<file path="src/rtl/mult_issue.sv">
`default_nettype none
// ============================================================================
// Module      : mult_issue
// Description : Operand-issue and result-return sequencer for the nibble
//               multiplier. Accepts an 8x8 operand pair (valid/ready), holds
//               it on dataa/datab, sequences the control FSM with a one-cycle
//               start pulse followed by count 00..11, waits for done, then
//               offers the captured 16-bit product (valid/ready). A watchdog
//               parks the block in an error state if done never arrives.
// Revision    : 1.0 - initial release
// ----------------------------------------------------------------------------
// Ports
//   clk          in   clock, rising edge
//   reset_a      in   asynchronous reset, active low
//   op_valid     in   operand pair offered
//   op_ready     out  operand pair can be accepted (IDLE only)
//   op_a, op_b   in   multiplicand / multiplier
//   dataa, datab out  latched operands, stable between acceptances
//   start        out  start request to the control FSM
//   count        out  nibble-step index to the control FSM
//   done         in   one-cycle completion pulse from the control FSM
//   product_in   in   accumulator output of the datapath
//   res_valid    out  product available
//   res_ready    in   consumer takes the product
//   res_product  out  captured product
//   busy         out  operation in flight (START/RUN/WAIT/HOLD)
//   err          out  watchdog fired, held until err_clr
//   err_clr      in   leave the error state
// ============================================================================
module mult_issue #(
    parameter int TIMEOUT = 15
) (
    input  logic        clk,
    input  logic        reset_a,
    input  logic        op_valid,
    output logic        op_ready,
    input  logic [7:0]  op_a,
    input  logic [7:0]  op_b,
    output logic [7:0]  dataa,
    output logic [7:0]  datab,
    output logic        start,
    output logic [1:0]  count,
    input  logic        done,
    input  logic [15:0] product_in,
    output logic        res_valid,
    input  logic        res_ready,
    output logic [15:0] res_product,
    output logic        busy,
    output logic        err,
    input  logic        err_clr
);

    // Last wait-counter value before the watchdog gives up.
    localparam logic [7:0] c_wait_last = 8'(TIMEOUT - 1);

    typedef enum logic [2:0] {
        ST_IDLE  = 3'd0,
        ST_START = 3'd1,
        ST_RUN   = 3'd2,
        ST_WAIT  = 3'd3,
        ST_HOLD  = 3'd4,
        ST_ERROR = 3'd5
    } state_t;

    state_t      r_state;
    state_t      w_state_nxt;
    logic [1:0]  r_step;
    logic [7:0]  r_wait;
    logic [7:0]  r_dataa;
    logic [7:0]  r_datab;
    logic [15:0] r_res_product;
    logic        w_accept;
    logic        w_capture;

    // ------------------------------------------------------------------
    // Next-state logic
    // ------------------------------------------------------------------
    always_comb begin
        w_state_nxt = r_state;
        w_accept    = 1'b0;
        w_capture   = 1'b0;
        case (r_state)
            ST_IDLE: begin
                if (op_valid) begin
                    w_accept    = 1'b1;
                    w_state_nxt = ST_START;
                end
            end
            ST_START: w_state_nxt = ST_RUN;
            ST_RUN: begin
                if (r_step == 2'd3) begin
                    w_state_nxt = ST_WAIT;
                end
            end
            ST_WAIT: begin
                // done takes priority over an expiring watchdog
                if (done) begin
                    w_capture   = 1'b1;
                    w_state_nxt = ST_HOLD;
                end else if (r_wait == c_wait_last) begin
                    w_state_nxt = ST_ERROR;
                end
            end
            ST_HOLD: begin
                if (res_ready) begin
                    w_state_nxt = ST_IDLE;
                end
            end
            ST_ERROR: begin
                if (err_clr) begin
                    w_state_nxt = ST_IDLE;
                end
            end
            default: w_state_nxt = ST_IDLE;
        endcase
    end

    // ------------------------------------------------------------------
    // State register
    // ------------------------------------------------------------------
    always_ff @(posedge clk or negedge reset_a) begin
        if (!reset_a) begin
            r_state <= ST_IDLE;
        end else begin
            r_state <= w_state_nxt;
        end
    end

    // ------------------------------------------------------------------
    // Step / wait counters and data capture
    // ------------------------------------------------------------------
    always_ff @(posedge clk or negedge reset_a) begin
        if (!reset_a) begin
            r_step        <= 2'd0;
            r_wait        <= 8'd0;
            r_dataa       <= 8'd0;
            r_datab       <= 8'd0;
            r_res_product <= 16'd0;
        end else begin
            // Step counter wraps 3 -> 0 on the RUN -> WAIT transition.
            r_step <= (r_state == ST_RUN) ? r_step + 2'd1 : 2'd0;
            r_wait <= (r_state == ST_WAIT) ? r_wait + 8'd1 : 8'd0;
            if (w_accept) begin
                r_dataa <= op_a;
                r_datab <= op_b;
            end
            if (w_capture) begin
                r_res_product <= product_in;
            end
        end
    end

    // ------------------------------------------------------------------
    // Outputs: decoded from state registers only
    // ------------------------------------------------------------------
    assign op_ready    = (r_state == ST_IDLE);
    assign start       = (r_state == ST_START);
    assign count       = (r_state == ST_RUN) ? r_step : 2'b00;
    assign res_valid   = (r_state == ST_HOLD);
    assign busy        = (r_state == ST_START) || (r_state == ST_RUN) ||
                         (r_state == ST_WAIT)  || (r_state == ST_HOLD);
    assign err         = (r_state == ST_ERROR);
    assign dataa       = r_dataa;
    assign datab       = r_datab;
    assign res_product = r_res_product;

endmodule
`default_nettype wire

</file>
<file path="config.mk">
export PLATFORM = sky130hd
export DESIGN_NAME = mult_issue
export DESIGN_NICKNAME = d
export VERILOG_FILES = /design/src/rtl/mult_issue.sv
export SDC_FILE = /design/constraint.sdc
export NUM_CORES = 1
export LEC_CHECK = 0
export ABC_AREA = 1
export CAP_MARGIN = 20
export CORE_MARGIN = 8
export CORE_UTILIZATION = 45
export DETAILED_ROUTE_END_ITERATION = 7
export PLACE_DENSITY = 0.82
export SLEW_MARGIN = 20
export SYNTH_ARGS = -nofsm -noshare
export SYNTH_HDL_FRONTEND = slang
export SYNTH_SLANG_ARGS = --single-unit
</file>
<file path="constraint.sdc">
create_clock -name clk -period 3 [get_ports clk]
set_input_delay 0.45 -clock clk [delete_from_list [all_inputs] [get_ports clk]]
set_output_delay 0.45 -clock clk [all_outputs]
set_load 0.005 [all_outputs]
</file>
==> results of run 1 <==
-- synthesized netlist by cell type, types with 2 or more instances --
cell type	n
nand2_1	85
dfrtp_1	45
nand3_1	41
nor2_1	19
inv_1	15
o21ai_0	5
buf_2	4
inv_2	4
a21oi_1	3
buf_6	3
ha_1	3
nor3_1	3
buf_4	2
nand2_4	2
nand4_1	2
-- cell families (layout without fill, tap and decap cells) --
group                      Yosys count  count (layout)  synth area share, %
buffers and inverters               28             106                 6.92
AOI/OAI and AO/OA                    9               9                 2.22
adders and majority gates            3               3                 1.85
and+or+nand+nor                    156             156                 33.4
DFF                                 45              45                 55.6
-- cell usage in the layout, fill, tap and decap left out, drive strengths merged --
master,instances
nand2,88
nand3,41
o21ai,6
nand3b,1
a21oi,3
ha,3
clkbuf,6
nor2,21
clkinv,2
nor3,3
clkdlybuf4s50,75
nand4,2
inv,19
buf,4
dfrtp,45
-- through the flow --
step / utilization [%] / area, µm² / power, mW / instances / setup WS (ps)
after floorplan: - / 2030 / 1.55 / 241 / 1590
after global placement: 64.1 / 2790 / 2.15 / 362 / 1040
after detailed placement: 64.1 / 2790 / 2.19 / 362 / 1020
after CTS: 66.0 / 2880 / 2.55 / 370 / 688
after global routing: 66.5 / 2900 / 2.74 / 371 / 516
final: 66.5 / 2900 / 2.53 / 371 / 695
-- worst max-delay path by stage --
| stage | end | slack [ps] | cells after the start |
|---|---|---|---|
| floorplan | op_ready | 1590 | 4 |
| global placement | op_ready | 1040 | 4 |
| detailed placement | op_ready | 1020 | 4 |
| CTS | op_ready | 690 | 4 |
| global route | op_ready | 520 | 4 |
| finish | op_ready | 690 | 4 |
-- critical path, stage by stage (launching register included) --
cell and delay (ps):
dfrtp_1 450, nor2_1 180, nand2_1 110, inv_2 250, clkdlybuf4s50_1 570
-- report_power, final --
part / switching (mW) / total [mW] / leakage (nW) / internal (mW)
clock network: 0.192 / 0.354 / 0.0450 / 0.162
logic: 0.563 / 1.18 / 0.796 / 0.616
registers: 0.152 / 0.993 / 0.577 / 0.841
-- cell type report --
type / instances / area, µm² / share of cell area (%)
Clock buffer: 6 / 72.6 / 2.51
Inverter: 19 / 71.3 / 2.46
Clock inverter: 2 / 10.0 / 0.346
Timing Repair Buffer: 79 / 791 / 27.3
Tap cell: 52 / 65.1 / 2.25
Multi-Input combinational cell: 168 / 759 / 26.2
Sequential cell: 45 / 1130 / 38.9
-- routing by layer --
metal,routed length [µm],share of wire [%],global-route usage [%]
met1,2280,44,18.6
met2,2500,48,24.4
met3,359,6.9,4.20
met4,95,1.8,6.71
met5,0,0,0
-- sequential cells by signal (all words and copies together) (netlist names) --
| register | cells |
|---|---|
| r_wait | 8 |
| datab | 8 |
| dataa | 8 |
| r_state | 3 |
| r_step | 2 |
| res_product | 16 |
==> run metrics, run 1 <==
post-DP HPWL=3840 µm; final-report hold violation count=0; Root Buffer=clkbuf_8; Async SR Flop Fraction=100%; clk slew on worst S/H paths=80 ps; Core Area=4350 µm²; Worst Skew=6.01 ps; number of flops mapped to enable cells by yosys=0; Post-CTS Setup Bufs=0; clk_lat worst skew=~290 ps; Hold WC Path Type=in -> async; clock buffer count from CTS=5; CP endpoint kind=output port; crit share post-route=about three quarters; R2R depth=6; Critical Path Start=r_state[0]$_DFFE_PN0P_; die area=6900 µm²; H-tree levels=2; Worst EP required=2550 ps; Netlist cell types=20; top_reg_cell synth=dfrtp_1; Total GRT Usage=about 15%; wire per inst=14.1 µm; Final TNS setup=0 ps; register bit total from synthesis=45; unrepaired setup endpoints after global routing=false; status=finished, final reports clean; Leak=approximately 1.4 nW; CP Class=reg -> out; row count=24; Area Growth Syn to Fin=42.9%; Post-Syn Area=2030 µm²; Slew Limit Fails=0; Ant. Diodes=0; first-pass GRT wire length=8850 µm; CP max FO=18; DR vias=1817; gr ovfl total=0; worst r2r src=r_state[2]$_DFFE_PN0P_; Max VDD drop=0.528 mV; # hold bufs at CTS=0; Clock Sinks=45; CTS tree=done; ANT nets after route=0; share of post-route cells with drive strength above 1=6.27%; yosys warns=0; synthesized netlist cell count=241; Avg Cell Area, Syn=8.41 µm²; final setup vio count=0; DIE WIDTH=83.1 µm; Resized cells post-CTS=0; DIE HEIGHT=83.1 µm; initial antenna violation count=0; Fillers=361; FF-to-FF End=res_product[1]$_DFFE_PN0P_; vias per cell=4.90; sequential share of the synthesized area=between 50 and 60%; Pre-Repair DR Iteration Count=4; drc violations=0; fmax=0.434 GHz; Startpoint Class=register; CTS max path bufs=2; WL final=roughly 5200 µm; Nets=around 360; Slew @ Worst Pin=443 ps; pin count of the biggest net entering global routing=46; MaxCap Viol Count=0; IO Pins=77; number of port buffers=76; GP Congestion=0.864; Initial Utilization=between 40% and 50%; worst hold margin=92.4 ps; R2R Setup Slk=roughly 1400 ps; vias in the first global route=1828; max-slew headroom at the worst pin=70.4%; Pwr Density=between 800 and 900 nW/µm²; Yosys top cell area share=55.6%; top cells by area, synth=dfrtp_1, nand2_1, nand3_1; Post-Syn Nets=282; Initial DRC Count=102; leading area contributor after synthesis=dfrtp_1; data arrival time of the critical path=1860 ps; min Tclk post-route=2310 ps
(Power assumes the default switching activity.)
==> inputs of run 2 (changes only) <==
Settings changed: CORE_UTILIZATION 45 to 44, PLACE_DENSITY 0.82 to 0.8.
Clock period 3 ns to 2.23 ns, I/O delays scaled along.
==> run 2 against run 1 <==
  * Die area is 1.8% higher
  * Sequential power is 34% higher
  * Clock skew hardly changed
  * Register-to-register slack worse by 740 ps
  * Via count is 0.88% lower
  * Critical path depth is 2 higher
==> run metrics, run 2 (synthesized netlist as in run 1, its figures left out) <==
status=finished, final reports clean; clock buffer count from CTS=5 (unchanged); final-report hold violation count=0 (unchanged); Max VDD drop=0.656 mV (+24%); placed insts=364 (+0.55%); CTS max path bufs=2 (unchanged); first-pass GRT wire length=8740 µm (-1.2%); gr ovfl total=0 (unchanged); H-tree levels=2 (unchanged); post-DP HPWL=3840 µm (+0.11%); Initial DRC Count=63 (-38%); CP Class=reg -> out; Root Buffer=clkbuf_8; Pre-Repair DR Iteration Count=5 (+1); ANT nets after route=0 (unchanged); CTS tree=done; number of port buffers=76 (unchanged); fmax=about 0.47 GHz; Slew Limit Fails=0 (unchanged); Initial Utilization=46.2% (-0.32 points); R2R Setup Slk=660 ps (-740 ps); clk_lat worst skew=290 ps (about the same); vias per cell=4.84 (-1.1%); register share of total power=37.8% (-1.5 points); Total GRT Usage=14.9% (-0.29 points); MaxCap Viol Count=0 (unchanged); final cell count without fillers=372 (+0.27%); Startpoint Class=register; Clk pwr share=16.5% (+2.5 points); clk slew on worst S/H paths=80 ps (about the same); CP max stage cell=clkdlybuf4s50_1; Largest register FFs=16 (unchanged); unrepaired setup endpoints after global routing=false; CP max FO=6 (-12); Ant. Diodes=0 (unchanged); final setup vio count=0 (unchanged); crit share post-route=95.1%; sw power=1.22 mW (+34%); Hold WC Path Type=in -> async; row count=24 (unchanged); initial antenna violation count=0 (unchanged); commonest non-fill, non-tap cell in the layout=nand2_1; die area=7030 µm² (+1.8%); Leak=1.43 nW (+0.93%); DR vias=1801 (-0.88%); Worst EP required=1900 ps (-650 ps); switching share of power=34.5% (-1.4 points); share of post-route cells with drive strength above 1=7.19% (+0.92 points); Clock Sinks=45 (unchanged); drc violations=0 (unchanged); wire per inst=13.9 µm (-1.2%); Area Growth Syn to Fin=44.2%; Internal=2.31 mW (+43%); most used cell, CP=nand2_1; Nets=361 (+0.56%); min Tclk post-route=2120 ps; CP endpoint kind=output port; Slew @ Worst Pin=571 ps (+127 ps); Core Area=4380 µm² (+0.69%); max-slew headroom at the worst pin=62.0% (-8.5 points); WL final=5190 µm (-0.97%); pin count of the biggest net entering global routing=46 (unchanged); DIE HEIGHT=83.9 µm (+0.91%); IO Pins=77 (unchanged); DIE WIDTH=83.9 µm (+0.91%); GP Congestion=0.767 (-11%); Comb pwr share=45.7% (-1.0 points); critical-path cell list=nor2_4 -> nand2_1 -> o21ai_0 -> nor2_1 -> nand2_1 -> clkdlybuf4s50_1; Pwr Density=1210 nW/µm² (+39%); Worst Skew=5.53 ps (-0.480 ps); data arrival time of the critical path=1790 ps (-70 ps); CP max stage delay=490 ps (-80 ps); vias in the first global route=1770 (-3.2%); commonest non-fill, non-tap cells in the layout=nand2_1, clkdlybuf4s50_1, dfrtp_1; Final TNS setup=0 ps (unchanged); Fillers=389 (+7.8%)
==> run 2: changes by cell type in the layout (fill, tap and decap cells not counted), sizes merged <==
cell and delta:
buf +2, bufinv +1, clkbuf -1, clkinv -1
==> run 2: what timing repair did <==
action / CTS / global route
resized for setup: 0 / 1
endpoints found under the setup margin: 0 / 1
hold buffers: 0 / 0
setup buffers: 0 / 1
==> run 2: final cells by class <==
type,count,area (µm²),area share [%]
clock buffers,5,68.8,2.36
clock inverters,2,35.0,1.20
inverters,19,71.3,2.44
multi-input cells,168,759,26.0
flip-flops and latches,45,1130,38.6
well taps,52,65.1,2.23
repair buffers,81,793,27.2
==> run 2: power by group through the flow <==
stage	combinational (mW)	sequential [mW]	clock (mW)
global route	1.81	1.38	0.638
floorplan	0.735	1.35	0
finish	1.62	1.33	0.583
CTS	1.63	1.33	0.603
detailed placement	1.63	1.34	0
global placement	1.60	1.33	0
==> run 2: path summary, 6_finish.rpt <==
check | startpoint | endpoint | cells past startpoint
max | r_state[2]$_DFFE_PN0P_ | busy | 6
min | reset_a | res_product[8]$_DFFE_PN0P_ | 2
max reg2reg | r_state[2]$_DFFE_PN0P_ | res_product[12]$_DFFE_PN0P_ | 6
min reg2reg | r_step[0]$_DFF_PN0_ | r_step[0]$_DFF_PN0_ | 1
max in group asynchronous | reset_a | r_state[2]$_DFFE_PN0P_ | 2
min in group clk | r_step[0]$_DFF_PN0_ | r_step[0]$_DFF_PN0_ | 1
==> run 2: stage by stage <==
| step | worst slack [ps] | hold slack (ps) | power [mW] | area, µm² | utilization [%] |
|---|---|---|---|---|---|
| 2_1_floorplan | 936 | 38.9 | 2.09 | 2030 | - |
| 3_3_place_gp | 430 | 449 | 2.93 | 2810 | 64.0 |
| 3_5_place_dp | 385 | 453 | 2.97 | 2810 | 64.0 |
| 4_1_cts | 61.2 | 127 | 3.57 | 2910 | 66.4 |
| 5_1_grt | 7.11 | 166 | 3.83 | 2920 | 66.6 |
| 6_report | 110 | 99.7 | 3.53 | 2920 | 66.6 |
==> run 2: layer usage <==
| metal | vias to the layer above | GRT usage (%) | routed length [µm] |
|---|---|---|---|
| met5 | - | 0 | 0 |
| met1 | 821 | 17.1 | 2150 |
| met2 | 56 | 25.2 | 2630 |
| li1 | 919 | - | - |
| met4 | 0 | 4.71 | 42 |
| met3 | 5 | 5.27 | 368 |
==> run 2: critical path, delay by kind of cell, from the launching register on <==
family / cells / cell delay (ps)
AND/OR/NAND/NOR: 4 / 410
AO/OA/AOI/OAI: 1 / 130
flip-flops: 1 / 470
buffers and inverters: 1 / 490
